--- src/rtl/uart_lb_pkg.sv ---
// Shared types and oversampling constants for the UART loopback FIFO block.
package uart_lb_pkg;

    typedef enum logic [1:0] {RX_IDLE, RX_START, RX_DATA, RX_STOP} rx_state_t;
    typedef enum logic [1:0] {TX_IDLE, TX_START, TX_DATA, TX_STOP} tx_state_t;

    localparam int unsigned OVERSAMPLE = 16;
    localparam int unsigned MID_SAMPLE = 8;

endpackage

--- src/rtl/uart_lb_fifo.sv ---
// Synchronous FIFO with occupancy count and a sticky overflow flag for dropped pushes.
module uart_lb_fifo #(
    parameter int unsigned DEPTH = 16,
    parameter int unsigned WIDTH = 8,
    parameter int unsigned CNT_W = $clog2(DEPTH) + 1
) (
    input  logic             clk,
    input  logic             reset,
    input  logic             push,
    input  logic [WIDTH-1:0] wdata,
    input  logic             pop,
    input  logic             err_clr,
    output logic [WIDTH-1:0] rdata,
    output logic             full,
    output logic             empty,
    output logic [CNT_W-1:0] count,
    output logic             overflow
);

    localparam int unsigned PTR_W = $clog2(DEPTH);
    localparam logic [CNT_W-1:0] FULL_CNT = CNT_W'(DEPTH);

    logic [WIDTH-1:0] mem_q [DEPTH];
    logic [PTR_W-1:0] wr_ptr_q, rd_ptr_q;
    logic [CNT_W-1:0] count_q;
    logic             overflow_q;
    logic             do_push, do_pop, ovf_set;

    assign full    = (count_q == FULL_CNT);
    assign empty   = (count_q == '0);
    // A pop in the same cycle frees the slot, so a push on full is still accepted.
    assign do_pop  = pop & ~empty;
    assign do_push = push & (~full | do_pop);
    assign ovf_set = push & ~do_push;

    always_ff @(posedge clk) begin
        if (do_push) begin
            mem_q[wr_ptr_q] <= wdata;
        end
    end

    always_ff @(posedge clk or posedge reset) begin
        if (reset) begin
            wr_ptr_q   <= '0;
            rd_ptr_q   <= '0;
            count_q    <= '0;
            overflow_q <= 1'b0;
        end else begin
            if (do_push) wr_ptr_q <= wr_ptr_q + 1'b1;
            if (do_pop)  rd_ptr_q <= rd_ptr_q + 1'b1;
            if (do_push && !do_pop)      count_q <= count_q + 1'b1;
            else if (!do_push && do_pop) count_q <= count_q - 1'b1;
            if (ovf_set)      overflow_q <= 1'b1;
            else if (err_clr) overflow_q <= 1'b0;
        end
    end

    assign rdata    = mem_q[rd_ptr_q];
    assign count    = count_q;
    assign overflow = overflow_q;

endmodule

--- src/rtl/uart_loopback_fifo.sv ---
// Oversampling UART receiver and transmitter joined by a FIFO; echoes received bytes
// or sends the switches value on a send strobe.
module uart_loopback_fifo
    import uart_lb_pkg::*;
#(
    parameter int unsigned DATA_BITS  = 8,
    parameter int unsigned BAUD_DIV   = 326,
    parameter int unsigned FIFO_DEPTH = 16,
    parameter int unsigned CNT_W      = $clog2(FIFO_DEPTH) + 1
) (
    input  logic                 clk,
    input  logic                 reset,
    input  logic                 rs232_rx,
    output logic                 rs232_tx,
    input  logic [DATA_BITS-1:0] switches,
    input  logic                 send,
    input  logic                 mode,
    input  logic                 err_clr,
    output logic [DATA_BITS-1:0] leds,
    output logic [CNT_W-1:0]     fifo_count,
    output logic                 tx_busy,
    output logic                 overflow,
    output logic                 frame_err
);

    localparam int unsigned TICK_W = $clog2(BAUD_DIV + 1);
    localparam int unsigned OS_W   = $clog2(OVERSAMPLE);
    localparam int unsigned BIT_W  = $clog2(DATA_BITS);
    localparam logic [TICK_W-1:0] TICK_LAST = TICK_W'(BAUD_DIV - 1);
    localparam logic [OS_W-1:0]   OS_LAST   = OS_W'(OVERSAMPLE - 1);
    localparam logic [OS_W-1:0]   OS_MID    = OS_W'(MID_SAMPLE - 1);
    localparam logic [BIT_W-1:0]  BIT_LAST  = BIT_W'(DATA_BITS - 1);

    logic [TICK_W-1:0] tick_cnt_q;
    logic              tick;
    logic              rx_meta_q, rx_sync_q;
    logic              send_prev_q;

    rx_state_t            rx_state_q, rx_state_d;
    logic [OS_W-1:0]      rx_os_q, rx_os_d;
    logic [BIT_W-1:0]     rx_bit_q, rx_bit_d;
    logic [DATA_BITS-1:0] rx_shift_q, rx_shift_d;
    logic [DATA_BITS-1:0] leds_q, leds_d;
    logic                 frame_err_q, frame_err_d;
    logic                 rx_valid, frame_err_set;

    tx_state_t            tx_state_q, tx_state_d;
    logic [OS_W-1:0]      tx_os_q, tx_os_d;
    logic [BIT_W-1:0]     tx_bit_q, tx_bit_d;
    logic [DATA_BITS-1:0] tx_shift_q, tx_shift_d;
    logic                 tx_line;

    logic                 fifo_push, fifo_pop, fifo_full, fifo_empty;
    logic [DATA_BITS-1:0] fifo_wdata, fifo_rdata;

    assign tick = (tick_cnt_q == TICK_LAST);

    always_comb begin
        rx_state_d    = rx_state_q;
        rx_os_d       = rx_os_q;
        rx_bit_d      = rx_bit_q;
        rx_shift_d    = rx_shift_q;
        leds_d        = leds_q;
        rx_valid      = 1'b0;
        frame_err_set = 1'b0;
        unique case (rx_state_q)
            RX_IDLE: begin
                if (!rx_sync_q) begin
                    rx_state_d = RX_START;
                    rx_os_d    = '0;
                end
            end
            RX_START: begin
                if (tick) begin
                    rx_os_d = rx_os_q + 1'b1;
                    if (rx_os_q == OS_MID) begin
                        rx_os_d    = '0;
                        rx_bit_d   = '0;
                        rx_state_d = rx_sync_q ? RX_IDLE : RX_DATA;
                    end
                end
            end
            RX_DATA: begin
                if (tick) begin
                    rx_os_d = rx_os_q + 1'b1;
                    if (rx_os_q == OS_LAST) begin
                        rx_shift_d = {rx_sync_q, rx_shift_q[DATA_BITS-1:1]};
                        rx_bit_d   = rx_bit_q + 1'b1;
                        if (rx_bit_q == BIT_LAST) rx_state_d = RX_STOP;
                    end
                end
            end
            RX_STOP: begin
                if (tick) begin
                    rx_os_d = rx_os_q + 1'b1;
                    if (rx_os_q == OS_LAST) begin
                        rx_state_d = RX_IDLE;
                        if (rx_sync_q) begin
                            leds_d   = rx_shift_q;
                            rx_valid = 1'b1;
                        end else begin
                            frame_err_set = 1'b1;
                        end
                    end
                end
            end
            default: rx_state_d = RX_IDLE;
        endcase
        frame_err_d = frame_err_set ? 1'b1 : (err_clr ? 1'b0 : frame_err_q);
    end

    // Mode only steers which event pushes; frames already in flight are untouched.
    assign fifo_push  = mode ? (send & ~send_prev_q) : rx_valid;
    assign fifo_wdata = mode ? switches : rx_shift_q;

    uart_lb_fifo #(
        .DEPTH (FIFO_DEPTH),
        .WIDTH (DATA_BITS),
        .CNT_W (CNT_W)
    ) u_fifo (
        .clk      (clk),
        .reset    (reset),
        .push     (fifo_push),
        .wdata    (fifo_wdata),
        .pop      (fifo_pop),
        .err_clr  (err_clr),
        .rdata    (fifo_rdata),
        .full     (fifo_full),
        .empty    (fifo_empty),
        .count    (fifo_count),
        .overflow (overflow)
    );

    always_comb begin
        tx_state_d = tx_state_q;
        tx_os_d    = tx_os_q;
        tx_bit_d   = tx_bit_q;
        tx_shift_d = tx_shift_q;
        fifo_pop   = 1'b0;
        tx_line    = 1'b1;
        unique case (tx_state_q)
            TX_IDLE: begin
                if (tick && !fifo_empty) begin
                    fifo_pop   = 1'b1;
                    tx_shift_d = fifo_rdata;
                    tx_os_d    = '0;
                    tx_state_d = TX_START;
                end
            end
            TX_START: begin
                tx_line = 1'b0;
                if (tick) begin
                    tx_os_d = tx_os_q + 1'b1;
                    if (tx_os_q == OS_LAST) begin
                        tx_bit_d   = '0;
                        tx_state_d = TX_DATA;
                    end
                end
            end
            TX_DATA: begin
                tx_line = tx_shift_q[0];
                if (tick) begin
                    tx_os_d = tx_os_q + 1'b1;
                    if (tx_os_q == OS_LAST) begin
                        tx_shift_d = {1'b0, tx_shift_q[DATA_BITS-1:1]};
                        tx_bit_d   = tx_bit_q + 1'b1;
                        if (tx_bit_q == BIT_LAST) tx_state_d = TX_STOP;
                    end
                end
            end
            TX_STOP: begin
                if (tick) begin
                    tx_os_d = tx_os_q + 1'b1;
                    if (tx_os_q == OS_LAST) begin
                        // Chain straight into the next frame when data is waiting.
                        if (!fifo_empty) begin
                            fifo_pop   = 1'b1;
                            tx_shift_d = fifo_rdata;
                            tx_state_d = TX_START;
                        end else begin
                            tx_state_d = TX_IDLE;
                        end
                    end
                end
            end
            default: tx_state_d = TX_IDLE;
        endcase
    end

    always_ff @(posedge clk or posedge reset) begin
        if (reset) begin
            tick_cnt_q  <= '0;
            rx_meta_q   <= 1'b1;
            rx_sync_q   <= 1'b1;
            send_prev_q <= 1'b0;
            rx_state_q  <= RX_IDLE;
            rx_os_q     <= '0;
            rx_bit_q    <= '0;
            rx_shift_q  <= '0;
            leds_q      <= '0;
            frame_err_q <= 1'b0;
            tx_state_q  <= TX_IDLE;
            tx_os_q     <= '0;
            tx_bit_q    <= '0;
            tx_shift_q  <= '0;
        end else begin
            tick_cnt_q  <= tick ? '0 : tick_cnt_q + 1'b1;
            rx_meta_q   <= rs232_rx;
            rx_sync_q   <= rx_meta_q;
            send_prev_q <= send;
            rx_state_q  <= rx_state_d;
            rx_os_q     <= rx_os_d;
            rx_bit_q    <= rx_bit_d;
            rx_shift_q  <= rx_shift_d;
            leds_q      <= leds_d;
            frame_err_q <= frame_err_d;
            tx_state_q  <= tx_state_d;
            tx_os_q     <= tx_os_d;
            tx_bit_q    <= tx_bit_d;
            tx_shift_q  <= tx_shift_d;
        end
    end

    assign rs232_tx  = tx_line;
    assign tx_busy   = (tx_state_q != TX_IDLE);
    assign leds      = leds_q;
    assign frame_err = frame_err_q;

endmodule

--- config.mk ---
export PLATFORM = sky130hd
export DESIGN_NAME = uart_loopback_fifo
export DESIGN_NICKNAME = d
export VERILOG_FILES = /design/src/rtl/uart_lb_pkg.sv /design/src/rtl/uart_lb_fifo.sv /design/src/rtl/uart_loopback_fifo.sv
export SDC_FILE = /design/constraint.sdc
export NUM_CORES = 1
export LEC_CHECK = 0
export ABC_AREA = 0
export CAP_MARGIN = 20
export CORE_UTILIZATION = 40
export DETAILED_ROUTE_END_ITERATION = 7
export GPL_ROUTABILITY_DRIVEN = 0
export GPL_TIMING_DRIVEN = 0
export SLEW_MARGIN = 10
export SYNTH_ARGS = -nofsm -noshare
export SYNTH_HDL_FRONTEND = slang
export SYNTH_HIERARCHICAL = 1
export SYNTH_SLANG_ARGS = --single-unit
export TNS_END_PERCENT = 5
--- constraint.sdc ---
create_clock -name clk -period 10.8 [get_ports clk]
set_clock_uncertainty 0.2 [all_clocks]
set_input_delay 2.16 -clock clk [delete_from_list [all_inputs] [get_ports clk]]
set_output_delay 2.16 -clock clk [all_outputs]
set_load 0.005 [all_outputs]
## Word-level counts from Yosys, hierarchy flattened

Memory sizes are Yosys's and may differ from the RTL's.
Cells that the tools add are included.

| storage, ports and cells | value |
|---|---|
| output and inout bits | 17 |
| memories | 1 |
| logic and storage cells | 165 |
| input port bits | 14 |
| RAM bits | 128 |
| flip-flop bits (word level) | 69 |

| cells by class | value |
|---|---|
| equality and inequality tests | 32 |
| multiplexer cells | 69 |
| add/subtract/negate cells | 9 |
| bitwise gates (word level) | 9 |
| reductions and logical operators | 27 |

Memories:

| memory | words | width | read ports | clocked after memory_dff | write ports | RTL line | source |
|---|---|---|---|---|---|---|---|
| u_fifo.mem_q | 16 | 8 | 1 | 0 | 1 | uart_lb_fifo.sv:23 | `logic [WIDTH-1:0] mem_q [DEPTH];` |

Operator list:

| kind | number |
|---|---|
| $mux W8 | 7 |
| $mux W2 | 17 |
| $ne A2 B2 Y1 const B | 17 |
| $mux W3 | 8 |
| $mux W4 | 6 |
| $pmux W8 S3 | 1 |
| $mux W1 | 19 |
| $add A4 B1 Y4 const B | 4 |
| $pmux W2 S4 | 2 |
| $reduce_and A8 Y1 | 2 |
| $pmux W3 S2 | 2 |
| $pmux W4 S3 | 1 |
| $reduce_bool A2 Y1 | 6 |
| $mux W5 | 2 |
| $reduce_and A5 Y1 | 2 |
| $add A9 B1 Y9 const B | 1 |
| $eq A9 B9 Y1 const B | 1 |
| $mux W9 | 1 |
| $eq A2 B2 Y1 const B | 4 |
| $eq A4 B4 Y1 const B | 2 |
| $pmux W4 S2 | 1 |
| $reduce_and A7 Y1 | 1 |
| $add A3 B1 Y3 const B | 2 |
| $eq A3 B3 Y1 const B | 2 |
| 20 further kinds | 35 |

## Logic depth before layout (Yosys ltp)

Gate-level depths: netlist (run 1).

| depth | value |
|---|---|
| depth after elaboration | 12 |
| gate-level depth with buffers | 17 |
| gate-level depth less buffers | 16 |

## Cells and area by module

Netlist (run 1), hierarchy kept.

Modules (own cells, without submodules):

| module | seq. area each (um2) | times used | cells an instance | area each (um2) |
|---|---|---|---|---|
| uart_lb_fifo | 4,194.0 | 1 | 297 | 5,793.1 |
| uart_loopback_fifo | 1,378.8 | 1 | 244 | 2,836.5 |

## Worst setup path before layout (run 1)

No wires, ideal clock.

| timing | value |
|---|---|
| path type | input port to flip-flop |
| start point | input port mode |
| end point | register u_fifo.count_q[4] (netlist: u_fifo/count[4]) |
| arrival time | 4,433 ps |
| setup slack | 6,030 ps |
| data required time | 10,464 ps |
| setup time | 136 ps |
| stages | 11 |
| buffers on the path | 1 |
| cells stage by stage | clkbuf_1 > nand2_1 > o22ai_1 > nand2_1 > inv_1 > ha_1 > inv_1 > fa_1 > a21o_1 > a2111oi_0 > o31ai_1 |

| between the ends | value |
|---|---|
| longest elaborated chain between the ends | 5 |
| elaborated cells between the ends (all ways) | 7 |
| those cells by class | 2 x mux; 1 x bitwise; 4 x reduce/logical |

RTL lines:

| what | RTL line | source |
|---|---|---|
| from (decl) | uart_loopback_fifo.sv:17 | `input logic mode,` |
| $mux W1 (*) | uart_loopback_fifo.sv:113 | `assign fifo_push = mode ? (send & ~send_prev_q) : rx_valid;` |
| named net fifo_push | uart_loopback_fifo.sv:53 | `logic fifo_push, fifo_pop, fifo_full, fifo_empty;` |
| $and A1 B1 Y1 (*) | uart_lb_fifo.sv:33 | `assign do_push = push & (~full \| do_pop);` |
| named net u_fifo.do_push | uart_lb_fifo.sv:27 | `logic do_push, do_pop, ovf_set;` |
| $logic_not A1 Y1 | uart_lb_fifo.sv:52 | `else if (!do_push && do_pop) count_q <= count_q - 1'b1;` |
| $logic_and A1 B1 Y1 | uart_lb_fifo.sv:52 |  |
| $reduce_bool A2 Y1 (no source line) | - |  |
| to (signal assigned) | uart_lb_fifo.sv:51 | `if (do_push && !do_pop) count_q <= count_q + 1'b1;` |
| to (signal assigned) | uart_lb_fifo.sv:52 |  |
| to (decl) | uart_lb_fifo.sv:25 | `logic [CNT_W-1:0] count_q;` |

Mark *: on every way through the listed nets, which the timed path passes. The rest lies on a longest branch.
A chain may end at the register's enable or synchronous reset.

## Worst setup path in the final report (run 1)

Ends and elaborated chain as after synthesis.

==> reports/results.tsv, run 1 <==
metric	value	unit
die_w	149	um
r2r_setup_slack	6.31	ns
p_leak	3.64	nW
antenna_found_initial	0	
hold_ws	0.161	ns
worstRegToRegCells	16	
critPathBufInv	3	
end_kind	flop	
antenna_cells	0	
final_cell_mix	edfxtp_1, dfrtp_1, mux2_2, clkdlybuf4s50_1, nand2_1	
period_share	45.6	%
syn_nets	577	
dp_hpwl	11.5	mm
worstSetupPathType	in -> reg	
path_delay_family	compound AO/OA/AOI/OAI gates	
worstPathArrival	5.02	ns
cp_max_fo	10	
final_layout_size_suffix_gt1_share	20.3	%
pre_cts_ws	5.47	ns
period_needed	4.92	ns
drt-total-wl	16.7	mm
num_rows	53	
setup_viol	0	
vias	4725	
synth_area	0.00862	mm^2
hold_viol	0	
grt_pass1_vias	4934	
final_common_cell	edfxtp_1	
cts_buffers	17	
slowest_delay	0.48	ns
crit_path_end	u_fifo/count[4]$_DFFE_PP0P_	
syn_inst	540	
max_freq	0.203	GHz
clock_sinks	197	
status	complete, no violations	
rr_endpoint	u_fifo/count[4]$_DFFE_PP0P_	
irDropWorstVdd	0.107	mV
clk_latency	0.43	ns
grt-ovfl-total	0	
setup_tns	0	ns
crit_path_start	mode	
h-tree-depth	4	
setup_slack	5.88	ns
drc	0	
cp_slowest_cell	clkbuf_1	
ys_warn_count	6	
clk_pin_slew_worst_paths	0.08	ns
cp.required	10.90	ns
cts_tree	yes	
holdCritPathClass	reg -> reg	
cts_resized	0	
grt_start_max_net_pins	39	
coreArea	0.0211	mm^2
rsz0062_at_grt	no	
grt_first_pass_wirelength	26.8	mm
path_depth	11	
cts_hold_buf	0	
dr.pass1.iters	4	
routedWlPerCell	19.0	um
max_cap_viol_count	0	
relSlewSlack	45.3	%
via_per_inst	5.39	
initial_core_util	40.9	%
min_from	rx_meta_q$_DFF_PP1_	
rr_startpoint	tick_cnt_q[1]$_DFF_PP0_	
track_usage	16.1	%
area_growth	14.1	%
syn_avg_cell_area	16.0	um^2
dieHeight	149	um
portBuffers	29	
crit_path_cell_trace	clkbuf_1 > nand2_1 > o22ai_1 > nand2_1 > inv_1 > ha_1 > inv_1 > fa_1 > a21o_1 > a2111oi_0 > o31ai_1	
startpoint_type	input pin	
worstMarginPinSlew	0.818	ns
first_iter_violations	262	
cts_root_buffer	clkbuf_16	
clockBufferDepth	2	
io_pins	31	
power_density	163	mW/mm^2
final_max_slew_viol_count	0	
antenna_left	0	
dieArea	0.0221	mm^2
layout.nets	626	
post_cts.repair.setup_buffers	0	
[report_power, final]
group	total [W]	leakage (nW)	internal, W	switching [W]
Clock	0.000598	0.279	0.000316	0.000282
Combinational	0.000144	1.27	0.0000686	0.0000750
Sequential	0.000865	2.09	0.000833	0.0000316
Total	0.00161	3.64	0.00122	0.000388
[state kept, by name, summed over array words and instances (netlist names), 4 cells and up, named ones only]
name	flops
u_fifo/count	5
leds	8
rx_shift_q	8
rx_os_q	4
u_fifo/rd_ptr_q	4
tick_cnt_q	9
u_fifo/wr_ptr_q	4
u_fifo/mem_q	128
tx_shift_q	8
tx_os_q	4
[layer usage]
layer / vias up / track usage (%) / wire length, um
met2: 82 / 27.3 / 8510
met4: 0 / 4.44 / 164
met5: - / 0 / 0
met1: 2448 / 21.2 / 7510
li1: 2184 / - / -
met3: 11 / 3.12 / 489
[cell type report]
type                    instances  area, um^2
fillers                      1820       11300
flip-flops and latches        197        5570
multi-input cells             300        2850
clock buffers                  19         454
well taps                     275         344
repair buffers                 30         310
plain buffers                  21         121
clock inverters                13         105
inverters                      22        82.6
[through the flow]
stage | cells | util, % | total power, W | cell area, um^2
2_1_floorplan | 540 | - | 0.000961 | 8620
3_3_place_gp | 844 | 43.9 | 0.00102 | 9260
3_5_place_dp | 845 | 44.0 | 0.00102 | 9280
4_1_cts | 877 | 46.6 | 0.00162 | 9840
5_1_grt | 877 | 46.6 | 0.00167 | 9840
6_report | 877 | 46.6 | 0.00161 | 9840
[worst reg2reg max path, stage by stage (launching register included)]
cell and delay [ns]:
dfrtp_1 0.39, inv_1 0.06, ha_1 0.15, nor4bb_1 0.26, buf_2 0.26, nand2_2 0.16, nor4_1 0.70, nor2b_1 0.17
nand2_1 0.17, nand2_1 0.13, inv_1 0.11, ha_1 0.22, inv_1 0.15, fa_1 0.43, a21o_1 0.22, a2111oi_0 0.45
o31ai_1 0.14
[how the worst min path moves through the flow]
stage / slack [ns] / end / cells past startpoint
floorplan: 0.15 / rx_sync_q$_DFF_PP1_ / 0
global placement: 0.15 / rx_sync_q$_DFF_PP1_ / 0
detailed placement: 0.15 / rx_sync_q$_DFF_PP1_ / 0
CTS: 0.16 / rx_sync_q$_DFF_PP1_ / 0
global route: 0.16 / rx_sync_q$_DFF_PP1_ / 0
finish: 0.16 / rx_sync_q$_DFF_PP1_ / 0
No activity file was read; power rests on OpenSTA's default activity.
==> run 2: changes to the inputs <==
clock period = 4.4 ns   (was 10.8 ns; I/O delays follow)
==> reports/results.tsv, run 2 (synthesized netlist as in run 1, its figures left out) <==
metric	value	unit	change
p_switching	0.000956	W	+150%
place_area	0.00928	mm^2	unchanged
antenna_left	0		unchanged
cts_tree	yes		
holdPathStages	0		unchanged
io_pins	31		unchanged
cp.required	4.50	ns	-6.40 ns
cp_max_fo	8		-2
end_kind	flop		
period_needed	4.11	ns	
grt_pass1_vias	4948		+0.28%
track_usage	16.1	%	about the same
dr.pass1.iters	5		+1
first_iter_violations	265		+1.1%
cts_buffers	17		unchanged
final_cell_mix	edfxtp_1, dfrtp_1, mux2_2, clkdlybuf4s50_1, nand2_1		
vias	4733		+0.17%
regArea	0.00557	mm^2	unchanged
worstMarginPinSlew	0.822	ns	+0.00454 ns
antenna_found_initial	0		unchanged
post_cts.repair.setup_buffers	0		unchanged
irDropWorstVdd	0.266	mV	+150%
grt_first_pass_wirelength	26.8	mm	+0.15%
final_max_slew_viol_count	0		unchanged
reg.largest.list	u_fifo/mem_q (128), tick_cnt_q (9)		
die_w	149	um	unchanged
p_clk_share	37.2	%	about the same
portBuffers	29		unchanged
rr_startpoint	tick_cnt_q[1]$_DFF_PP0_		
antenna_cells	0		unchanged
h-tree-depth	4		unchanged
whs_endpoint	rx_sync_q$_DFF_PP1_		
startpoint_type	flop		
coreArea	0.0211	mm^2	unchanged
initial_core_util	40.9	%	unchanged
max_cap_viol_count	0		unchanged
dieHeight	149	um	unchanged
layout.nets	626		unchanged
rr_endpoint	u_fifo/count[4]$_DFFE_PP0P_		
period_share	93.5	%	
grt-ovfl-total	0		unchanged
multiInputGateArea	0.00288	mm^2	+1.1%
setup_viol	0		unchanged
drt-total-wl	16.7	mm	+0.36%
holdCritPathClass	reg -> reg		
regMostFlops	u_fifo/mem_q		
clk_latency	0.43	ns	about the same
min_from	rx_meta_q$_DFF_PP1_		
swShare	24.2	%	+0.041 points
p_total	0.00394	W	+150%
worstSetupPathType	reg -> reg		
power_density	400	mW/mm^2	+140%
seqPwrFrac	53.8	%	about the same
dp_hpwl	11.5	mm	unchanged
worstPathArrival	4.21	ns	-0.81 ns
clockBufferDepth	2		unchanged
final_common_cell	edfxtp_1		
worstRegToRegCells	16		unchanged
p_int	0.00299	W	+150%
r2r_setup_slack	0.29	ns	-6.02 ns
rsz0062_at_grt	no		
cts_root_buffer	clkbuf_16		
relSlewSlack	45.0	%	-0.30 points
fillers	1817		-0.16%
grt_start_max_net_pins	39		unchanged
design_area	0.00987	mm^2	+0.36%
drc	0		unchanged
via_per_inst	5.40		+0.17%
dieArea	0.0221	mm^2	unchanged
largest_reg_flops	128		unchanged
area_growth	14.5	%	
routedWlPerCell	19.1	um	+0.36%
hold_viol	0		unchanged
clk_pin_slew_worst_paths	0.07	ns	about the same
final_layout_size_suffix_gt1_share	21.1	%	+0.83 points
max_freq	0.243	GHz	
combPwrFrac	9.0	%	about the same
status	complete, no violations		
p_leak	3.64	nW	about the same
num_rows	53		unchanged
clock_sinks	197		unchanged
cts_hold_buf	0		unchanged
==> run 2: final cells by class <==
type | instances | share of cell area, %
plain buffers | 21 | 1.25
clock buffers | 19 | 4.60
clock inverters | 13 | 1.06
inverters | 22 | 0.837
multi-input cells | 300 | 29.2
flip-flops and latches | 197 | 56.5
well taps | 275 | 3.49
repair buffers | 30 | 3.14
==> run 2: critical path, cell delays in order, from the launching register on <==
cell and delay (ns):
dfrtp_1 0.39, inv_1 0.06, ha_1 0.14, nor4bb_2 0.27, buf_4 0.21, nand2_2 0.15
nor4_4 0.41, nor2b_1 0.13, nand2_1 0.14, nand2_1 0.13, inv_1 0.10, ha_1 0.22
inv_1 0.15, fa_1 0.43, a21o_1 0.22, a2111oi_0 0.47, o31ai_1 0.14
==> run 2: repair_timing <==
action / CTS / global route
hold endpoints to repair: 0 / 0
pin swaps: 0 / 1
gates cloned: 0 / 0
gates resized for setup: 1 / 7
setup endpoints to repair: 1 / 1
==> run 2: per-layer routing <==
layer	routed length [um]	share of wire, %	GRT usage (%)
met2	8460	51	27.4
met4	180	1.1	4.44
met5	0	0	0
met3	649	3.9	3.12
met1	7450	44	21.2
==> run 2: how the worst max path moves through the flow <==
stage,from,to,slack (ns),cells after the start
final,tick_cnt_q[1]$_DFF_PP0_,u_fifo/count[4]$_DFFE_PP0P_,0.29,16
after global routing,tick_cnt_q[1]$_DFF_PP0_,u_fifo/count[4]$_DFFE_PP0P_,0.03,16
after CTS,tick_cnt_q[1]$_DFF_PP0_,u_fifo/count[4]$_DFFE_PP0P_,0.13,14
after detailed placement,tick_cnt_q[1]$_DFF_PP0_,u_fifo/count[4]$_DFFE_PP0P_,-0.09,16
after global placement,tick_cnt_q[1]$_DFF_PP0_,u_fifo/count[4]$_DFFE_PP0P_,0.02,16
after floorplan,rx_os_q[0]$_DFFE_PP0P_,u_fifo/count[4]$_DFFE_PP0P_,0.87,14
==> run 2: power by group through the flow <==
stage / clock network, W / registers [W] / logic (W)
after detailed placement: 0 / 0.00216 / 0.000352
final: 0.00147 / 0.00212 / 0.000354
after CTS: 0.00150 / 0.00212 / 0.000357
after global routing: 0.00157 / 0.00214 / 0.000394
after global placement: 0 / 0.00216 / 0.000338
after floorplan: 0 / 0.00214 / 0.000216
==> run 2: per-stage QoR <==
step | hold slack (ns) | setup WS, ns | utilization, % | setup TNS (ns) | cells
2_1_floorplan | 0.145 | 0.869 | - | 0 | 540
3_3_place_gp | 0.152 | 0.0225 | 43.9 | 0 | 844
3_5_place_dp | 0.150 | -0.0869 | 44.0 | -0.0869 | 845
4_1_cts | 0.161 | 0.134 | 46.7 | 0 | 877
5_1_grt | 0.164 | 0.0344 | 46.8 | 0 | 877
6_report | 0.161 | 0.288 | 46.8 | 0 | 877
==> run 3: changes to the inputs <==
==> constraint.sdc (replaced) <==
create_clock -name clk -period 4.4 [get_ports clk]
set_clock_uncertainty 0.2 [all_clocks]
set_input_delay 0.88 -clock clk [delete_from_list [all_inputs] [get_ports clk]]
set_output_delay 0.88 -clock clk [all_outputs]
set_load 0.1 [all_outputs]
==> results of run 3 <==
The final DEF is identical to that of run 2. Status: complete, no violations.
Among the figures that moved: setup slack after layout 0.288 ns -> 0.221 ns; start point of the critical path tick_cnt_q[1]$_DFF_PP0_ -> tx_state_q[0]$_DFFE_PP0P_; end point of the critical path u_fifo/count[4]$_DFFE_PP0P_ -> rs232_tx; total power 0.00394 W -> 0.00412 W; worst IR drop on VDD 0.266 mV -> 0.500 mV
==> variant, RTL diff (settings of run 2) <==
Set the parameter `DATA_BITS` to 16 (it was 8).
--- a/src/rtl/uart_loopback_fifo.sv
+++ b/src/rtl/uart_loopback_fifo.sv
@@ -5,3 +5,3 @@
 #(
-    parameter int unsigned DATA_BITS  = 8,
+    parameter int unsigned DATA_BITS  = 16,
     parameter int unsigned BAUD_DIV   = 326,
Ports: changed (resized leds and switches); port bits go from 31 to 47. The function was not compared with the original's and may differ.
==> variant against run 2 <==
- wire length grew 76%
- critical endpoint unchanged
- synthesized area grew 68%
- highest routed layer unchanged
- combinational power grew 47%
- setup slack lost 0.043 ns
- core utilization grew 1.2 points
- largest cell class unchanged
- cell count grew 64%
- total power grew 88%
- sequential cell count grew 154
- cell area grew 73%
==> variant: results <==
[routing]
routedWlPerCell_um = 20.48
vias = 7608
drtIter0Drc = 377
firstDrtPassIters = 5
routed_wl_um = 29430

[global_route]
grt_use_total = 0.1663
grt_pass1_wl_um = 46130
antenna_found_initial = 0
grt_max_degree = 62
grt_pass1_vias = 7941

[worst_hold_path]
hold_class = "reg -> reg"
min_from = "rx_meta_q$_DFF_PP1_"

[finish]
regMostFlops = "u_fifo/mem_q"
largest_reg_flops = 256
drive_gt1_frac = 0.2295
fin_util = 0.4801
diodes = 0
nNetsFinal = 994

[placement]
placed_area_um2 = 15710
pre_cts_ws_ns = -0.7206
dp_cells = 1368
hpwl_um = 19960
port_buffers = 45

[outcome]
status = "finished clean"

[yosys]
synthCells = 849
yosysWarnings = 6
postSynthNetCount = 893

[timing]
worst_pin_slew_ns = 1.030

[critical_path]
cp_max_fo = 9
crit_arrival_ns = 4.35
crit_type = "reg -> reg"
reg2reg_from = "tick_cnt_q[1]$_DFF_PP0_"

[cts]
cts_buffer_depth = 3
clk_latency_ns = 0.53
cts_buffers = 36
root_buffer = "clkbuf_16"
clk_pin_slew_ns = 0.06
htree_levels = 2

[pwr]
vdd_drop_max_mv = 0.2852
power_leakage_uw = 0.006130
## variant: metal layers
layer  up-vias  GRT usage  routed length (um)
li1       3495          -                   -
met1      3929     0.2248               13110
met2       144     0.2808               14700
met3        40    0.02503                1066
met4         0    0.04361                 557
met5         -          0                   0
## variant: through the flow
stage / total power (uW) / hold WS [ns]
CTS: 7452 / 0.1593
global route: 7669 / 0.1638
floorplan: 4065 / 0.1452
finish: 7415 / 0.1575
global placement: 4232 / 0.1452
detailed placement: 4271 / 0.1505
## variant: final timing paths
path | depth (start not counted) | to
worst max-delay path | 19 | u_fifo/count[4]$_DFFE_PP0P_
worst min-delay path | 0 | rx_sync_q$_DFF_PP1_
worst max register to register | 19 | u_fifo/count[4]$_DFFE_PP0P_
worst min register to register | 0 | rx_sync_q$_DFF_PP1_
max in group asynchronous | 3 | rx_meta_q$_DFF_PP1_
min in group asynchronous | 2 | tx_shift_q[9]$_DFFE_PP0P_
## variant: cell type report
cell class	instances	area (um2)
repair buffers	63	663.1
multi-input cells	443	4273
well taps	461	576.8
fillers	3059	18490
flip-flops and latches	351	10070
clock inverters	11	178.9
inverters	15	58.81
plain buffers	40	190.2
clock buffers	53	1069
## variant: critical path, cell delays in order (launching register included)
cell and delay (ns):
dfrtp_1 0.39, inv_1 0.06, ha_2 0.20, nand4bb_4 0.16, or2_1 0.23, buf_2 0.19, nor2_4 0.13, nand4_4 0.17
buf_8 0.18, o22ai_2 0.18, buf_4 0.16, nand2_2 0.08, inv_2 0.08, ha_4 0.16, inv_2 0.07, fa_1 0.40
a21o_1 0.22, a2111oi_4 0.34, a31oi_1 0.07, a221o_1 0.32
## variant: power by group
group / internal, uW / total, uW / switching, uW
Sequential: 3660 / 3720 / 65.3
Clock: 1930 / 3170 / 1240
Combinational: 222 / 519 / 297
Total: 5810 / 7410 / 1610
## variant: timing repair
item	4_1_cts	5_1_grt
pin swaps	0	1
buffers inserted	3	2
endpoints found under the hold margin	0	0
endpoints found under the setup margin	90	1
gates resized for setup	12	8
